### src/rtl/hyster_pkg.sv
// Shared constants and scan-state encoding for the hysteresis stage.
package hyster_pkg;
  localparam int BIT_LENGTH = 5;
  localparam int SKIP_CNT   = 2;
  localparam int FEED_EXTRA = 3;
  localparam int WEAK       = 1;
  localparam int STRONG     = 2;

  typedef enum logic [2:0] {
    IDLE  = 3'd0,
    CLR   = 3'd1,
    FEED  = 3'd2,
    DRAIN = 3'd3,
    NEXT  = 3'd4,
    DONE  = 3'd5
  } state_t;
endpackage

### src/rtl/hyster_addr_gen.sv
// Turns the row counter and feed index into three vertically adjacent read addresses
// plus an in-range lane mask; also forms the output write address from row and column.
module hyster_addr_gen #(
  parameter int IMG_W  = 16,
  parameter int IMG_H  = 16,
  parameter int ADDR_W = 8,
  parameter int CW     = ADDR_W + 2
) (
  input  logic              rd_req,
  input  logic [CW-1:0]     row,
  input  logic [CW-1:0]     rd_idx,
  input  logic [CW-1:0]     wr_col,
  output logic [2:0]        lane_ok,
  output logic [ADDR_W-1:0] rd_addr0,
  output logic [ADDR_W-1:0] rd_addr1,
  output logic [ADDR_W-1:0] rd_addr2,
  output logic [ADDR_W-1:0] wr_addr
);
  logic [CW-1:0] col;
  logic [CW-1:0] base;
  logic          col_ok;

  always_comb begin
    // Feed index 0 is the left pad column, so the image column is one less.
    col        = rd_idx - CW'(1);
    col_ok     = rd_req && (rd_idx >= CW'(1)) && (rd_idx <= CW'(IMG_W));
    base       = row * CW'(IMG_W) + col;
    lane_ok[0] = col_ok && (row != '0);
    lane_ok[1] = col_ok;
    lane_ok[2] = col_ok && ((row + CW'(1)) < CW'(IMG_H));
    rd_addr0   = lane_ok[0] ? ADDR_W'(base - CW'(IMG_W)) : '0;
    rd_addr1   = lane_ok[1] ? ADDR_W'(base) : '0;
    rd_addr2   = lane_ok[2] ? ADDR_W'(base + CW'(IMG_W)) : '0;
    wr_addr    = ADDR_W'(row * CW'(IMG_W) + wr_col);
  end
endmodule

### src/rtl/hyster_scan_ctrl.sv
// Raster-scan sequencer feeding the Hyster window unit and writing its edge bits to RAM.
// Each row takes IMG_W+6 cycles; the whole image finishes IMG_H*(IMG_W+6)+1 cycles after start.
module hyster_scan_ctrl
  import hyster_pkg::*;
#(
  parameter int BIT_LENGTH = hyster_pkg::BIT_LENGTH,
  parameter int IMG_W      = 16,
  parameter int IMG_H      = 16,
  parameter int ADDR_W     = 8
) (
  input  logic                  clk,
  input  logic                  reset,
  input  logic                  start,
  output logic                  busy,
  output logic                  done,
  output logic                  rd_en,
  output logic [ADDR_W-1:0]     rd_addr0,
  output logic [ADDR_W-1:0]     rd_addr1,
  output logic [ADDR_W-1:0]     rd_addr2,
  input  logic [BIT_LENGTH-1:0] rd_data0,
  input  logic [BIT_LENGTH-1:0] rd_data1,
  input  logic [BIT_LENGTH-1:0] rd_data2,
  output logic [BIT_LENGTH-1:0] hy_pix0,
  output logic [BIT_LENGTH-1:0] hy_pix1,
  output logic [BIT_LENGTH-1:0] hy_pix2,
  output logic                  hy_en,
  output logic                  hy_rst,
  input  logic                  hy_out,
  input  logic                  hy_rdy,
  output logic                  wr_en,
  output logic [ADDR_W-1:0]     wr_addr,
  output logic                  wr_data
);
  localparam int CW = ADDR_W + 2;
  localparam logic [CW-1:0] K_LAST = CW'(IMG_W + FEED_EXTRA - 1);

  state_t        state, state_n;
  logic [CW-1:0] row, k, n;
  logic [1:0]    skip;
  logic [2:0]    lane_ok, lane_d;
  logic          rd_req, capturing;
  logic [CW-1:0] rd_idx;

  always_ff @(posedge clk or posedge reset) begin
    if (reset) state <= IDLE;
    else       state <= state_n;
  end

  always_comb begin
    state_n   = state;
    busy      = (state != IDLE) && (state != DONE);
    done      = (state == DONE);
    hy_en     = (state == FEED);
    // The read for feed index k+1 goes out while index k is being fed.
    rd_req    = (state == CLR) || ((state == FEED) && (k != K_LAST));
    rd_idx    = (state == FEED) ? k + CW'(1) : '0;
    rd_en     = |lane_ok;
    capturing = ((state == FEED) || (state == DRAIN)) && hy_rdy &&
                (skip == 2'(SKIP_CNT)) && (n != CW'(IMG_W));
    wr_en     = capturing;
    wr_data   = capturing & hy_out;
    hy_pix0   = lane_d[0] ? rd_data0 : '0;
    hy_pix1   = lane_d[1] ? rd_data1 : '0;
    hy_pix2   = lane_d[2] ? rd_data2 : '0;
    case (state)
      IDLE:    if (start) state_n = CLR;
      CLR:     state_n = FEED;
      FEED:    if (k == K_LAST) state_n = DRAIN;
      DRAIN:   state_n = NEXT;
      NEXT:    state_n = (row == CW'(IMG_H - 1)) ? DONE : CLR;
      DONE:    state_n = IDLE;
      default: state_n = IDLE;
    endcase
  end

  always_ff @(posedge clk or posedge reset) begin
    if (reset) begin
      row    <= '0;
      k      <= '0;
      n      <= '0;
      skip   <= '0;
      lane_d <= '0;
      hy_rst <= 1'b0;
    end else begin
      lane_d <= lane_ok;
      hy_rst <= (state_n == CLR);
      case (state)
        IDLE: if (start) row <= '0;
        CLR: begin
          k    <= '0;
          n    <= '0;
          skip <= '0;
        end
        FEED: k <= k + CW'(1);
        NEXT: if (row != CW'(IMG_H - 1)) row <= row + CW'(1);
        DONE: begin
          row <= '0;
          n   <= '0;
        end
        default: ;
      endcase
      // The window unit's first two readable samples of a row are warm-up output.
      if (((state == FEED) || (state == DRAIN)) && hy_rdy) begin
        if (skip != 2'(SKIP_CNT))   skip <= skip + 2'd1;
        else if (n != CW'(IMG_W))   n    <= n + CW'(1);
      end
    end
  end

  hyster_addr_gen #(
    .IMG_W (IMG_W),
    .IMG_H (IMG_H),
    .ADDR_W(ADDR_W),
    .CW    (CW)
  ) u_addr_gen (
    .rd_req  (rd_req),
    .row     (row),
    .rd_idx  (rd_idx),
    .wr_col  (n),
    .lane_ok (lane_ok),
    .rd_addr0(rd_addr0),
    .rd_addr1(rd_addr1),
    .rd_addr2(rd_addr2),
    .wr_addr (wr_addr)
  );
endmodule

### config.mk
export PLATFORM = sky130hd
export DESIGN_NAME = hyster_scan_ctrl
export DESIGN_NICKNAME = d
export VERILOG_FILES = /design/src/rtl/hyster_pkg.sv /design/src/rtl/hyster_addr_gen.sv /design/src/rtl/hyster_scan_ctrl.sv
export SDC_FILE = /design/constraint.sdc
export NUM_CORES = 1
export LEC_CHECK = 0
export ABC_AREA = 0
export BUFFER_PORTS_ARGS = -buffer_cell sky130_fd_sc_hd__buf_4
export CELL_PAD_IN_SITES_DETAIL_PLACEMENT = 1
export CELL_PAD_IN_SITES_GLOBAL_PLACEMENT = 1
export CORE_MARGIN = 1
export CORE_UTILIZATION = 44
export CTS_BUF_LIST = sky130_fd_sc_hd__clkbuf_8
export CTS_CLUSTER_SIZE = 10
export DETAILED_ROUTE_END_ITERATION = 7
export PLACE_DENSITY = 0.94
export RECOVER_POWER = 100
export SYNTH_ARGS = -nofsm -noshare
export SYNTH_HDL_FRONTEND = slang
export SYNTH_SLANG_ARGS = --single-unit
### constraint.sdc
create_clock -name clk -period 11.3 [get_ports clk]
set_input_delay 1.695 -clock clk [delete_from_list [all_inputs] [get_ports clk]]
set_output_delay 1.695 -clock clk [all_outputs]
set_load 0.03 [all_outputs]
=== After elaboration in Yosys (flattened, before gate mapping) ===
Index checks and enable logic that the tools add are counted.

* Flip-flop bits (word level): 39
* Bits in latches: 0
* Memory bits (writable): 0
* ROM bits: 0
* Input port bits: 20
* Word-level logic and storage cells: 77
* Memories: 0

* Add/sub/neg operators: 9
* $mul: 0
* Div/mod/pow operators: 0
* $lt $le $gt $ge: 3
* Eq/ne operators: 16
* Shift operators: 0
* Mux-type cells: 22
* Bitwise gates (word level): 1
* Reduce and logical (&&, ||, !) cells: 19

{| class="wikitable"
|+ Operators with widths
! cell !! number
|-
| $mux W10 || 7
|-
| $add A10 B1 Y10 const B || 3
|-
| $pmux W10 S3 || 1
|-
| $mux W8 || 3
|-
| $ne A10 B5 Y1 const B || 2
|-
| $pmux W10 S2 || 1
|-
| $add A8 B8 Y8 || 2
|-
| $mux W5 || 3
|-
| $pmux W3 S5 || 1
|-
| $eq A10 B4 Y1 const B || 1
|-
| $eq A10 B5 Y1 const B || 1
|-
| $ge A10 B1 Y1 const B || 1
|-
| $le A10 B5 Y1 const B || 1
|-
| $lt A10 B5 Y1 const B || 1
|-
| $ne A10 B4 Y1 const B || 1
|-
| $reduce_bool A10 Y1 || 1
|-
| $logic_and A1 B1 Y1 || 9
|-
| $mux W3 || 3
|-
| $add A8 B5 Y8 const B || 1
|-
| $sub A8 B1 Y8 const B || 1
|-
| $sub A8 B5 Y8 const B || 1
|-
| $eq A3 B1 Y1 const B || 2
|-
| $eq A3 B2 Y1 const B || 2
|-
| $eq A3 B3 Y1 const B || 2
|-
| other kinds (13) || 19
|}

=== Longest topological paths before layout ===
Gate-level depths: netlist of the first run.

* Word-level depth: 7
* Mapped depth: 16
* Depth with buffers taken out: 14

=== Cells and area by module ===
Synthesis of the first run repeated with hierarchy kept, for this count alone.

* Cells, all modules: 379
* Area, all modules: 3,255.6 um2

{| class="wikitable"
|+ Modules (own cells, without submodules)
! module !! instances !! cells an instance !! area an instance (um2) !! seq. area each (um2)
|-
| hyster_scan_ctrl || 1 || 253 || 2,363.5 || 975.9
|-
| hyster_addr_gen || 1 || 126 || 892.1 || 0.0
|}

=== Worst setup path before layout of the first run ===
Ideal clock, no wire load.

* Kind: register to output
* Start point: register state[0]
* End point: output port rd_addr0[7]
* Arrival: 3.711 ns
* Data required time: 9.605 ns
* Slack: 5.894 ns
* Stages on the path, launching flop included: 16
* Path through: dfrtp_1 buf_2 or3b_2 buf_2 inv_1 buf_4 nand2_1 ha_1 inv_1 ha_1 and3_1 a221oi_1 a221oi_1 a221o_1 xor2_1 nor2_1

* Cells in the longest elaborated chain, start to end: 7

{| class="wikitable"
|+ Ends and longest elaborated chain
! element !! line !! source
|-
| start: declaration || hyster_scan_ctrl.sv:37 || <nowiki>state_t state, state_n;</nowiki>
|-
| start signal: assignment || hyster_scan_ctrl.sv:46 || <nowiki>else state <= state_n;</nowiki>
|-
| $eq A3 B2 Y1 * || -- ||
|-
| via hy_en || hyster_scan_ctrl.sv:26 || <nowiki>output logic hy_en,</nowiki>
|-
| branches (longest 5 deep; another with $sub A8 B1 Y8) || -- ||
|-
| $mux W8 * || hyster_addr_gen.sv:31 || <nowiki>rd_addr0 = lane_ok[0] ? ADDR_W'(base - CW'(IMG_W)) : '0;</nowiki>
|-
| end: declaration || hyster_scan_ctrl.sv:17 || <nowiki>output logic [ADDR_W-1:0] rd_addr0,</nowiki>
|}

Mark *: on every way through the listed nets, which the timed path passes.

=== Final worst setup path of the first run ===
* Start point: register state[2]
* End point: output port rd_addr0[7]

* Cells in the longest elaborated chain, start to end: 7

{| class="wikitable"
|+ Ends and longest elaborated chain
! element !! line
|-
| branches (longest 6 deep; another with $sub A8 B1 Y8) || --
|-
| $mux W8 * || hyster_addr_gen.sv:31
|}

Every way passes the cells marked *.

==> results of run 1 <==
==> placed cells by master (no fill, tap or decap), types with 3 or more instances in the layout <==
cell type,n
sky130_fd_sc_hd__clkbuf_1,56
sky130_fd_sc_hd__nor2_1,46
sky130_fd_sc_hd__inv_1,42
sky130_fd_sc_hd__dfrtp_1,39
sky130_fd_sc_hd__nand2_1,38
sky130_fd_sc_hd__o21ai_0,32
sky130_fd_sc_hd__ha_1,24
sky130_fd_sc_hd__and2_1,20
sky130_fd_sc_hd__buf_4,17
sky130_fd_sc_hd__and3_1,13
sky130_fd_sc_hd__xnor2_1,12
sky130_fd_sc_hd__a21oi_1,11
sky130_fd_sc_hd__nand3_1,10
sky130_fd_sc_hd__xor2_1,8
sky130_fd_sc_hd__o31ai_1,8
sky130_fd_sc_hd__nor4_1,6
sky130_fd_sc_hd__nand2b_1,5
sky130_fd_sc_hd__nor2b_1,5
sky130_fd_sc_hd__or3_1,5
sky130_fd_sc_hd__a31oi_1,5
sky130_fd_sc_hd__nand4_1,5
sky130_fd_sc_hd__nor3_1,5
sky130_fd_sc_hd__clkbuf_8,5
sky130_fd_sc_hd__a211o_1,4
sky130_fd_sc_hd__a21o_1,3
sky130_fd_sc_hd__o22ai_1,3
sky130_fd_sc_hd__a221oi_1,3
sky130_fd_sc_hd__mux2i_1,3
==> registers in the layout, indices dropped and copies added (netlist names) <==
name / cells
skip: 2
row: 10
n: 10
k: 10
state: 3
lane_d: 3
hy_rst: 1
==> layout make-up <==
class	instances	share of cell area
clock inverter	3	0.0126
multi-input combinational	304	0.534
clock buffer	5	0.0187
timing repair buffer	74	0.0938
sequential	39	0.265
inverter	43	0.0438
tap	96	0.0326
==> routing by layer <==
metal / share of wire / track usage / vias up
met4: 0.014 / 0.0581 / 0
met1: 0.43 / 0.352 / 1585
met3: 0.043 / 0.0360 / 18
li1: - / - / 1513
met5: 0 / 0 / -
met2: 0.51 / 0.501 / 108
==> worst max-delay path: stages (launching register included) <==
cell                       delay, ns
sky130_fd_sc_hd__dfrtp_1        0.57
sky130_fd_sc_hd__or3b_2         0.67
sky130_fd_sc_hd__inv_1          0.33
sky130_fd_sc_hd__nand2_1        0.17
sky130_fd_sc_hd__ha_1           0.31
sky130_fd_sc_hd__inv_1          0.05
sky130_fd_sc_hd__ha_1           0.37
sky130_fd_sc_hd__and3_1         0.20
sky130_fd_sc_hd__a221oi_1       0.39
sky130_fd_sc_hd__a221oi_1       0.16
sky130_fd_sc_hd__a221o_1        0.44
sky130_fd_sc_hd__xor2_1         0.19
sky130_fd_sc_hd__nor2_1         0.10
sky130_fd_sc_hd__clkbuf_1       0.32
==> where the power goes <==
part           switching [mW]  internal, mW  total [mW]  leakage [nW]
clock network          0.0576        0.0666       0.124        0.0548
registers              0.0382         0.159       0.197         0.535
logic                   0.377         0.174       0.550          1.18
==> final timing paths <==
path | slack [ns] | from | end
max in group asynchronous | 7.86 | reset | k[7]
max reg2reg | 7.55 | state[2] | lane_d[1]
min in group asynchronous | 2.19 | reset | hy_rst
min reg2reg | 0.54 | n[8] | n[8]
min | 0.54 | n[8] | n[8]
max | 5.05 | state[2] | rd_addr0[7]
==> cells by family after synthesis <==
family | count (synthesis) | share of synthesized area
adder cells (fa/ha/maj) | 26 | 0.106
XOR/XNOR | 20 | 0.0545
flip-flops | 39 | 0.304
AND/OR/NAND/NOR | 172 | 0.274
buffers and inverters | 64 | 0.0845
multiplexers | 3 | 0.00935
AO/OA/AOI/OAI | 83 | 0.168
==> per-stage QoR <==
step           power, mW  std cells
2_1_floorplan      0.613        407
3_3_place_gp       0.758        556
3_5_place_dp       0.786        556
4_1_cts            0.922        564
5_1_grt            0.934        564
6_report           0.872        564
==> summary.md, run 1 <==
| Metric | Value |
|---|---|
| Depth of the worst register-to-register path | `9` |
| Startpoint Class | `flop` |
| Top-count cell post-synth | `sky130_fd_sc_hd__nor2_1` |
| Commonest register cell after synthesis | `sky130_fd_sc_hd__dfrtp_1` |
| Clock insertion delay at the later pin of the skew report | `0.30 ns` |
| Number of standard-cell rows in the floorplan | `30` |
| Total non-filler cell area in the finished layout | `0.00368 mm2` |
| Synthesized area per cell | `7.89 um2` |
| Count of input and output buffers | `73` |
| Count of unique library cells instantiated by Yosys | `53` |
| Final wirelength | `10.2 mm` |
| Die width | `87.5 um` |
| Layout Skew | `0.0116 ns` |
| VDD IR-drop max | `0.000209 V` |
| Worst-case clock buffer depth | `2` |
| Placed cell area | `0.00378 mm2` |
| Global-route usage over all layers | `0.278` |
| Top-level port count | `74` |
| Register bit count reported by yosys | `39` |
| CP Max Fanout | `16` |
| Number of buffers created by CTS | `5` |
| Final number of setup-violating endpoints | `0` |
| Initial standard-cell utilization of the core | `0.465` |
| Final Critical Period | `6.25 ns` |
| Number of buffers inserted by hold repair at cts | `0` |
| Cell types with the highest counts after synthesis | `sky130_fd_sc_hd__nor2_1, sky130_fd_sc_hd__inv_1, sky130_fd_sc_hd__dfrtp_1` |
| Post-synth EDFFs | `0` |
| Clock tree from TritonCTS | `done` |
| Postcts setup bufs | `0` |
| Max-slew headroom | `-0.454` |
| Result of the run | `finished, violations left` |
| Worst hold stages | `1` |
| Number of routed nets with antenna violations | `0` |
| Setup Total Neg Slack | `0 ns` |
| Share of Yosys cell area claimed by the top area cell type | `0.304` |
| Number of nets in the finished design | `513` |
| Net count after synthesis | `453` |
| First-pass GRT wire length | `16.7 mm` |
| Hold_ws | `0.545 ns` |
| Top cells by area, synth | `sky130_fd_sc_hd__dfrtp_1, sky130_fd_sc_hd__ha_1, sky130_fd_sc_hd__nor2_1` |
| Number of H-tree branching levels | `2` |
| Drt first pass iters | `4` |
| Count of final max-slew check failures | `40` |
| Detailed placement HPWL | `7.35 mm` |
| Dpl ws | `5.60 ns` |
| Floorplan Core Area | `0.00691 mm2` |
| Failing checks | `max-capacitance violations, max-slew violations` |
| GPL Wtd Cong | `0.808` |
| Final cell utilization of the core | `0.533` |
| Sink count of the clock tree | `39` |
| Antenna diode count | `0` |
| Crit end category | `primary output` |
| Pwr dens | `237 mW/mm2` |
| Area of the die | `0.00765 mm2` |
| Overall overflow remaining after global route | `0` |
| Sequential element share of the synthesized area | `0.304` |
| Resized Gates After CTS | `0` |
| Number of fill cells in the layout | `911` |
| Number of cells produced by synthesis | `407` |
| Count of vias placed by the detailed router | `3,224` |
| Smallest setup slack after layout | `5.05 ns` |
| Post-detailed-route DRC marker count | `0` |
| Number of global-route vias before repair | `3,457` |
| Cell area after synthesis | `0.00321 mm2` |
| Layout cell share with drive strength beyond 1 | `0.0641` |
| Required @ worst endpoint | `9.61 ns` |
| Die Y | `87.5 um` |
| Final period utilization | `0.553` |
| Clock slew seen by the registers of the worst setup and hold paths | `0.10 ns` |
| Unrepaired setup endpoints after global routing | `no` |
| Largest net degree at the start of global routing | `40` |
| DRC violation total after the first TritonRoute iteration | `155` |
| Worst hold path class | `flop to flop` |
| Category of the critical setup timing path | `flop to primary output` |
| Number of maximum-capacitance constraint violations | `1` |
| Least-Margin Pin Slew | `2.18 ns` |
| Count of warnings emitted by yosys | `0` |
| Highest clock rate | `160 MHz` |
| Area leader, netlist | `sky130_fd_sc_hd__dfrtp_1` |
| Final count of hold timing violations | `0` |
| Wire length per cell after detailed routing | `18.2 um` |
| Syn-to-layout area delta | `14.6%` |
| Area taken by multi-input logic gates | `0.00197 mm2` |
| Vias per inst | `5.72` |
| Standby leakage power | `1.77 nW` |
| Register area | `976 um2` |
| Antenna violations before repair | `0` |
| Clock root buffer | `sky130_fd_sc_hd__clkbuf_8` |
| Critical path arrival | `4.55 ns` |
| Synth async-reset ratio | `1.00` |
No activity file was read; power rests on OpenSTA's default activity.
==> inputs of run 2 (changes only) <==
--- a/config.mk
+++ b/config.mk
@@ -10,11 +10,11 @@
 export CELL_PAD_IN_SITES_DETAIL_PLACEMENT = 1
 export CELL_PAD_IN_SITES_GLOBAL_PLACEMENT = 1
 export CORE_MARGIN = 1
-export CORE_UTILIZATION = 44
+export CORE_UTILIZATION = 37
 export CTS_BUF_LIST = sky130_fd_sc_hd__clkbuf_8
 export CTS_CLUSTER_SIZE = 10
 export DETAILED_ROUTE_END_ITERATION = 7
-export PLACE_DENSITY = 0.94
+export PLACE_DENSITY = 0.85
 export RECOVER_POWER = 100
 export SYNTH_ARGS = -nofsm -noshare
 export SYNTH_HDL_FRONTEND = slang
==> constraint.sdc (replaced) <==
create_clock -name clk -period 5.08 [get_ports clk]
set_input_delay 0.762 -clock clk [delete_from_list [all_inputs] [get_ports clk]]
set_output_delay 0.762 -clock clk [all_outputs]
set_load 0.03 [all_outputs]
==> summary.md, run 2 (same netlist as run 1, synthesis figures left out) <==
| Metric | Value |
|---|---|
| Result of the run | `finished, violations left` |
| Failing checks | `max-capacitance violations, max-slew violations` |
| Reg power frac | `0.223 (-0.003)` |
| Drt first pass iters | `4 (unchanged)` |
| Buffers & Inverters on Critical Path | `3 (unchanged)` |
| R2R setup slack | `1.89 ns (-5.66 ns)` |
| Antenna violations before repair | `0 (unchanged)` |
| Count of final max-slew check failures | `40 (unchanged)` |
| Leading cell types in the layout, fill and taps excluded | `sky130_fd_sc_hd__clkbuf_1, sky130_fd_sc_hd__nor2_1, sky130_fd_sc_hd__inv_1` |
| Count of vias placed by the detailed router | `3,132 (-2.9%)` |
| Floorplan Core Area | `0.00830 mm2 (+20%)` |
| Most common cell after layout, fill and taps aside | `sky130_fd_sc_hd__clkbuf_1` |
| Non-filler cells in the finished layout | `574 (+1.8%)` |
| Depth of the worst register-to-register path | `9 (unchanged)` |
| Final period utilization | `0.944` |
| Detailed placement HPWL | `7.16 mm (-2.5%)` |
| Power dissipated by switching net loads | `1.03 mW (+120%)` |
| Number of global-route vias before repair | `3,201 (-7.4%)` |
| Initial standard-cell utilization of the core | `0.387 (-0.0781)` |
| Unrepaired setup endpoints after global routing | `no` |
| Area of the die | `0.00906 mm2 (+18%)` |
| Number of routed nets with antenna violations | `0 (unchanged)` |
| Largest net degree at the start of global routing | `40 (unchanged)` |
| Crit-path cells | `or3b_4, clkinvlp_4, nand2_1, ha_1, inv_1, ha_1, and3_1, a221oi_1, a221oi_1, a221o_1, xor2_1, nor2_1, buf_2` |
| Max-slew headroom | `-0.512 (-0.0583)` |
| Final Critical Period | `4.79 ns` |
| Global route hottest layer | `met2` |
| Overall overflow remaining after global route | `0 (unchanged)` |
| Die width | `95.2 um (+8.8%)` |
| DRC violation total after the first TritonRoute iteration | `80 (-48%)` |
| Global Route met2 Usage | `0.382 (-0.120)` |
| Clock root buffer | `sky130_fd_sc_hd__clkbuf_8` |
| Setup Total Neg Slack | `0 ns (unchanged)` |
| Registers with the most flip-flops | `k x10, n x10, row x10` |
| Combinational share of power | `0.631 (about the same)` |
| First-pass GRT wire length | `15.9 mm (-5.0%)` |
| Total non-filler cell area in the finished layout | `0.00373 mm2 (+1.2%)` |
| Clock slew seen by the registers of the worst setup and hold paths | `0.09 ns (about the same)` |
| Final cell utilization of the core | `0.449 (-0.0844)` |
| Number of H-tree branching levels | `2 (unchanged)` |
| VDD IR-drop max | `0.000404 V (+94%)` |
| GR Layer Usage met1 | `0.297 (-0.0549)` |
| Area taken by multi-input logic gates | `0.00197 mm2 (+0.25%)` |
| Destination of the worst hold path | `n[9]` |
| Layout cell share with drive strength beyond 1 | `0.0832 (+0.0191)` |
| Least-Margin Pin Slew | `2.27 ns (+0.0875 ns)` |
| Startpoint Class | `flop` |
| Highest clock rate | `209 MHz` |
| Clock tree from TritonCTS | `done` |
| Design internal power | `0.898 mW (+120%)` |
| Register area | `977 um2 (+0.13%)` |
| Final count of hold timing violations | `0 (unchanged)` |
| Category of cells accounting for the largest share of critical-path delay | `compound AO/OA/AOI/OAI gates` |
| Layout Skew | `0.00734 ns (-0.00421 ns)` |
| Met3 demand-to-capacity share in global routing | `0.0335 (-0.00253)` |
| Worst hold path class | `flop to flop` |
| Placed Cells | `566 (+1.8%)` |
| Top-level port count | `74 (unchanged)` |
| Syn-to-layout area delta | `16.0%` |
| Min-Delay Startpoint | `n[9]` |
| Part of the power in the clock network | `0.146 (+0.003)` |
| Capturing point of the worst reg2reg path | `lane_d[1]` |
| Clock insertion delay at the later pin of the skew report | `0.31 ns (about the same)` |
| Placed cell area | `0.00380 mm2 (+0.50%)` |
| Pwr dens | `518 mW/mm2 (+120%)` |
| Number of standard-cell rows in the floorplan | `33 (+10%)` |
| CP Max Fanout | `11 (-5)` |
| Number of nets in the finished design | `514 (+0.19%)` |
| Fraction of power spent switching nets | `0.534 (-0.00743)` |
| Critical path arrival | `4.03 ns (-0.52 ns)` |
| Standby leakage power | `1.78 nW (+0.85%)` |
| Post-detailed-route DRC marker count | `0 (unchanged)` |
| Die Y | `95.2 um (+8.8%)` |
| Global-route usage over all layers | `0.222 (-0.0552)` |
| Worst hold stages | `1 (unchanged)` |
| Number of buffers created by CTS | `5 (unchanged)` |
| Required @ worst endpoint | `4.32 ns (-5.29 ns)` |
| Final number of setup-violating endpoints | `0 (unchanged)` |
| Number of maximum-capacitance constraint violations | `1 (unchanged)` |
| Count of input and output buffers | `73 (unchanged)` |
| Antenna diode count | `0 (unchanged)` |
| Slowest CP cell | `sky130_fd_sc_hd__dfrtp_1` |
| GPL Wtd Cong | `0.805 (-0.28%)` |
| Highest cell delay on the worst timing path | `0.52 ns (-0.15 ns)` |
| Number of fill cells in the layout | `1,077 (+18%)` |
| Vias per inst | `5.46 (-4.5%)` |
| Crit Reg-Reg Startpoint | `state[0]` |
| Category of the critical setup timing path | `flop to primary output` |
| Crit end category | `primary output` |
| Sink count of the clock tree | `39 (unchanged)` |
| Wire length per cell after detailed routing | `16.7 um (-7.9%)` |
| Worst-case clock buffer depth | `2 (unchanged)` |
| Final wirelength | `9.60 mm (-6.2%)` |
run 2: timing repair:
| item | CTS | global route |
|---|---|---|
| setup buffers | 0 | 0 |
| setup endpoints to repair | 0 | 3 |
| hold buffers | 0 | 0 |
| gates resized for setup | 0 | 4 |
run 2: metal layers:
metal | share of wire | up-vias
met3 | 0.035 | 6
met1 | 0.46 | 1547
li1 | - | 1508
met2 | 0.50 | 71
met4 | 0.0087 | 0
met5 | 0 | -
run 2: layout make-up:
| class | count | area share |
|---|---|---|
| inverters | 43 | 0.0443 |
| flip-flops and latches | 39 | 0.262 |
| well taps | 105 | 0.0353 |
| repair buffers | 75 | 0.0984 |
| clock inverters | 3 | 0.0124 |
| multi-input cells | 304 | 0.529 |
| clock buffers | 5 | 0.0185 |
run 2: worst max-delay path by stage:
stage,startpoint,end,cells after the start
finish,state[0],rd_addr0[7],13
global route,state[0],rd_addr0[7],13
CTS,state[1],rd_addr0[7],13
detailed placement,state[1],rd_addr0[7],13
global placement,state[1],rd_addr0[7],13
floorplan,state[0],rd_addr0[7],15
run 2: power groups by stage:
stage          logic [mW]  registers, mW  clock network (mW)
4_1_cts              1.32          0.427               0.285
3_5_place_dp         1.31          0.433                   0
2_1_floorplan       0.963          0.399                   0
6_report             1.22          0.430               0.281
3_3_place_gp         1.27          0.426                   0
5_1_grt              1.35          0.442               0.299
run 2: stage by stage:
stage	setup slack [ns]	hold WS, ns	total power [mW]
after floorplan	0.607	0.452	1.36
after global placement	0.563	0.491	1.70
after detailed placement	0.355	0.481	1.74
after CTS	0.0149	0.499	2.03
after global routing	0.0355	0.555	2.09
final	0.287	0.491	1.93
==> inputs of run 3 (changes only) <==
--- a/config.mk
+++ b/config.mk
@@ -5,16 +5,16 @@
 export SDC_FILE = /design/constraint.sdc
 export NUM_CORES = 1
 export LEC_CHECK = 0
-export ABC_AREA = 0
+export ABC_AREA = 1
 export BUFFER_PORTS_ARGS = -buffer_cell sky130_fd_sc_hd__buf_4
 export CELL_PAD_IN_SITES_DETAIL_PLACEMENT = 1
 export CELL_PAD_IN_SITES_GLOBAL_PLACEMENT = 1
 export CORE_MARGIN = 1
-export CORE_UTILIZATION = 37
+export CORE_UTILIZATION = 36
 export CTS_BUF_LIST = sky130_fd_sc_hd__clkbuf_8
 export CTS_CLUSTER_SIZE = 10
 export DETAILED_ROUTE_END_ITERATION = 7
-export PLACE_DENSITY = 0.85
+export PLACE_DENSITY = 0.86
 export RECOVER_POWER = 100
 export SYNTH_ARGS = -nofsm -noshare
 export SYNTH_HDL_FRONTEND = slang
==> summary.md, run 3 <==
| Metric | Value |
|---|---|
| Result of the run | `finished, violations left` |
| Failing checks | `max-capacitance violations, max-slew violations` |
| Setup Total Neg Slack | `0 ns (unchanged)` |
| Count of vias placed by the detailed router | `3,236 (+3.3%)` |
| Global-route usage over all layers | `0.218 (-0.00453)` |
| Antenna violations before repair | `0 (unchanged)` |
| Smallest setup slack after layout | `0.647 ns (+0.360 ns)` |
| Top cells by area, synth | `sky130_fd_sc_hd__dfrtp_1, sky130_fd_sc_hd__nand2_1, sky130_fd_sc_hd__inv_1` |
| Clock tree from TritonCTS | `done` |
| Share of Yosys cell area claimed by the top area cell type | `0.307 (+0.00359)` |
| Antenna diode count | `0 (unchanged)` |
| Buffers & Inverters on Critical Path | `4 (+1)` |
| Area taken by multi-input logic gates | `0.00174 mm2 (-12%)` |
| Floorplan Core Area | `0.00838 mm2 (+1.0%)` |
| Critical path arrival | `3.67 ns (-0.36 ns)` |
| Number of buffers created by CTS | `5 (unchanged)` |
| Post-detailed-route DRC marker count | `0 (unchanged)` |
| Final cell utilization of the core | `0.436 (-0.0134)` |
| Category of the critical setup timing path | `flop to primary output` |
| Number of buffers inserted by hold repair at cts | `0 (unchanged)` |
| Category of cells accounting for the largest share of critical-path delay | `simple AND/OR/NAND/NOR gates` |
| Least-Margin Pin Slew | `2.29 ns (+0.0203 ns)` |
| First-pass GRT wire length | `15.6 mm (-1.7%)` |
| Required @ worst endpoint | `4.32 ns (about the same)` |
| Drt first pass iters | `4 (unchanged)` |
| R2R setup slack | `1.85 ns (-0.04 ns)` |
| Count of warnings emitted by yosys | `0 (unchanged)` |
| Number of nets in the finished design | `584 (+14%)` |
| Standby leakage power | `1.96 nW (+10%)` |
| Initial standard-cell utilization of the core | `0.379 (-0.00829)` |
| Top-level port count | `74 (unchanged)` |
| Clock root buffer | `sky130_fd_sc_hd__clkbuf_8` |
| Die width | `95.9 um (+0.77%)` |
| Net count after synthesis | `511 (+13%)` |
| Largest net degree at the start of global routing | `40 (unchanged)` |
| Vias per inst | `5.02 (-7.9%)` |
| Leading cell types in the layout, fill and taps excluded | `sky130_fd_sc_hd__nand2_1, sky130_fd_sc_hd__inv_1, sky130_fd_sc_hd__nor2_1` |
| Final period utilization | `0.873 (-0.0709)` |
| Pwr dens | `159 mW/mm2 (-69%)` |
| Post-layout power | `0.582 mW (-70%)` |
| Crit end category | `primary output` |
| Area leader, netlist | `sky130_fd_sc_hd__dfrtp_1` |
| Most frequent cell on the critical path | `sky130_fd_sc_hd__nand2_1` |
| Resized Gates After CTS | `0 (unchanged)` |
| Die Y | `95.9 um (+0.77%)` |
| Number of H-tree branching levels | `2 (unchanged)` |
| Area of the die | `0.00920 mm2 (+1.5%)` |
| Postcts setup bufs | `0 (unchanged)` |
| Detailed placement HPWL | `7.21 mm (+0.68%)` |
| Number of cells produced by synthesis | `465 (+14%)` |
| Clock insertion delay at the later pin of the skew report | `0.30 ns (about the same)` |
| Count of input and output buffers | `73 (unchanged)` |
| Top-count cell post-synth | `sky130_fd_sc_hd__nand2_1` |
| Highest cell delay on the worst timing path | `0.43 ns (-0.09 ns)` |
| Wire length per cell after detailed routing | `14.2 um (-15%)` |
| Overall overflow remaining after global route | `0 (unchanged)` |
| Synth async-reset ratio | `1.00 (unchanged)` |
| Register area | `976 um2 (-0.13%)` |
| Max-slew headroom | `-0.525 (-0.0135)` |
| Sequential element share of the synthesized area | `0.307 (+0.00359)` |
| Cell types with the highest counts after synthesis | `sky130_fd_sc_hd__nand2_1, sky130_fd_sc_hd__inv_1, sky130_fd_sc_hd__nor2_1` |
| Number of fill cells in the layout | `1,150 (+6.8%)` |
| Commonest register cell after synthesis | `sky130_fd_sc_hd__dfrtp_1` |
| Synthesized area per cell | `6.83 um2 (-13%)` |
| Syn-to-layout area delta | `15.0%` |
| Register bit count reported by yosys | `39 (unchanged)` |
| VDD IR-drop max | `0.0000899 V (-78%)` |
| Slowest CP cell | `sky130_fd_sc_hd__dfrtp_1` |
| CP Max Fanout | `11 (unchanged)` |
| Worst hold path class | `flop to flop` |
| Post-synth EDFFs | `0 (unchanged)` |
| Count of final max-slew check failures | `40 (unchanged)` |
| Dpl ws | `1.16 ns (+0.805 ns)` |
| Number of global-route vias before repair | `3,397 (+6.1%)` |
| Hold_ws | `0.520 ns (+0.0295 ns)` |
| Unrepaired setup endpoints after global routing | `no` |
| Startpoint Class | `flop` |
| Final count of hold timing violations | `0 (unchanged)` |
| Final wirelength | `9.16 mm (-4.6%)` |
| DRC violation total after the first TritonRoute iteration | `56 (-30%)` |
| Worst-case clock buffer depth | `2 (unchanged)` |
| Sink count of the clock tree | `39 (unchanged)` |
| GPL Wtd Cong | `0.878 (+9.0%)` |
| Number of maximum-capacitance constraint violations | `1 (unchanged)` |
| Most common cell after layout, fill and taps aside | `sky130_fd_sc_hd__nand2_1` |
| Final Critical Period | `4.43 ns (-0.360 ns)` |
| Registers with the most flip-flops | `k x10, n x10, row x10` |
| Number of standard-cell rows in the floorplan | `33 (unchanged)` |
| Final number of setup-violating endpoints | `0 (unchanged)` |
| Layout Skew | `0.00466 ns (-0.00269 ns)` |
| Layout cell share with drive strength beyond 1 | `0.0779 (-0.00523)` |
| Clock slew seen by the registers of the worst setup and hold paths | `0.08 ns (about the same)` |
| Count of unique library cells instantiated by Yosys | `35 (-34%)` |
| Highest clock rate | `226 MHz (+8.1%)` |
| Crit-path cells | `ha_1, nand2_1, inv_1, nor3_1, inv_1, ha_1, a21boi_0, nand2_1, nand2_1, nor2_1, nand3_1, clkinvlp_2, nand2_4, nor2_1, clkbuf_1` |
| Number of routed nets with antenna violations | `0 (unchanged)` |
| Cell area after synthesis | `0.00318 mm2 (-1.2%)` |
run 3: area by class of cell:
class	count	area share
Clock buffer	5	0.0188
Multi-Input combinational cell	324	0.477
Tap cell	105	0.0360
Clock inverter	3	0.00446
Inverter	94	0.0970
Sequential cell	39	0.267
Timing Repair Buffer	74	0.0997
run 3: power by group:
part,leakage (nW),total (mW),internal (mW),switching [mW]
Sequential,0.484,0.317,0.314,0.00359
Clock,0.0453,0.213,0.0942,0.118
Combinational,1.44,0.0521,0.0175,0.0346
Total,1.96,0.582,0.425,0.157
run 3: worst paths after layout:
path / to / cells after the start / start
worst max-delay path: rd_addr0[0] / 15 / k[1]
worst min register to register: skip[0] / 1 / skip[1]
max in group asynchronous: hy_rst / 3 / reset
worst max register to register: lane_d[0] / 14 / k[1]
worst min-delay path: skip[0] / 1 / skip[1]
min in group asynchronous: k[8] / 3 / reset
run 3: logic make-up after synthesis:
kind of cell             synth area share
AND/OR/NAND/NOR                     0.345
flip-flops                          0.307
AO/OA/AOI/OAI                      0.0859
buffers and inverters               0.130
adder cells (fa/ha/maj)             0.107
XOR/XNOR                           0.0248
run 3: metrics by stage:
stage	area [um2]	instances
after floorplan	3180	465
after global placement	3810	636
after detailed placement	3810	636
after CTS	3890	644
after global routing	3650	644
final	3650	644
run 3: worst reg2reg max path, cell delays in order, from the launching register on:
cell and delay, ns:
sky130_fd_sc_hd__dfrtp_1 0.43, sky130_fd_sc_hd__ha_1 0.23, sky130_fd_sc_hd__nand2_1 0.12, sky130_fd_sc_hd__inv_1 0.08, sky130_fd_sc_hd__nor3_1 0.43, sky130_fd_sc_hd__inv_1 0.19
sky130_fd_sc_hd__ha_1 0.25, sky130_fd_sc_hd__a21boi_0 0.17, sky130_fd_sc_hd__nand2_1 0.09, sky130_fd_sc_hd__nand2_1 0.07, sky130_fd_sc_hd__nor2_1 0.05, sky130_fd_sc_hd__nand3_1 0.36
sky130_fd_sc_hd__clkinvlp_2 0.39, sky130_fd_sc_hd__nand2_4 0.21, sky130_fd_sc_hd__inv_1 0.05
run 3: routing by layer:
metal | GRT usage | vias to the layer above | routed length [um]
met4 | 0.0522 | 0 | 124
met1 | 0.264 | 1558 | 3980
li1 | - | 1607 | -
met5 | 0 | - | 0
met2 | 0.402 | 60 | 4720
met3 | 0.0332 | 11 | 326
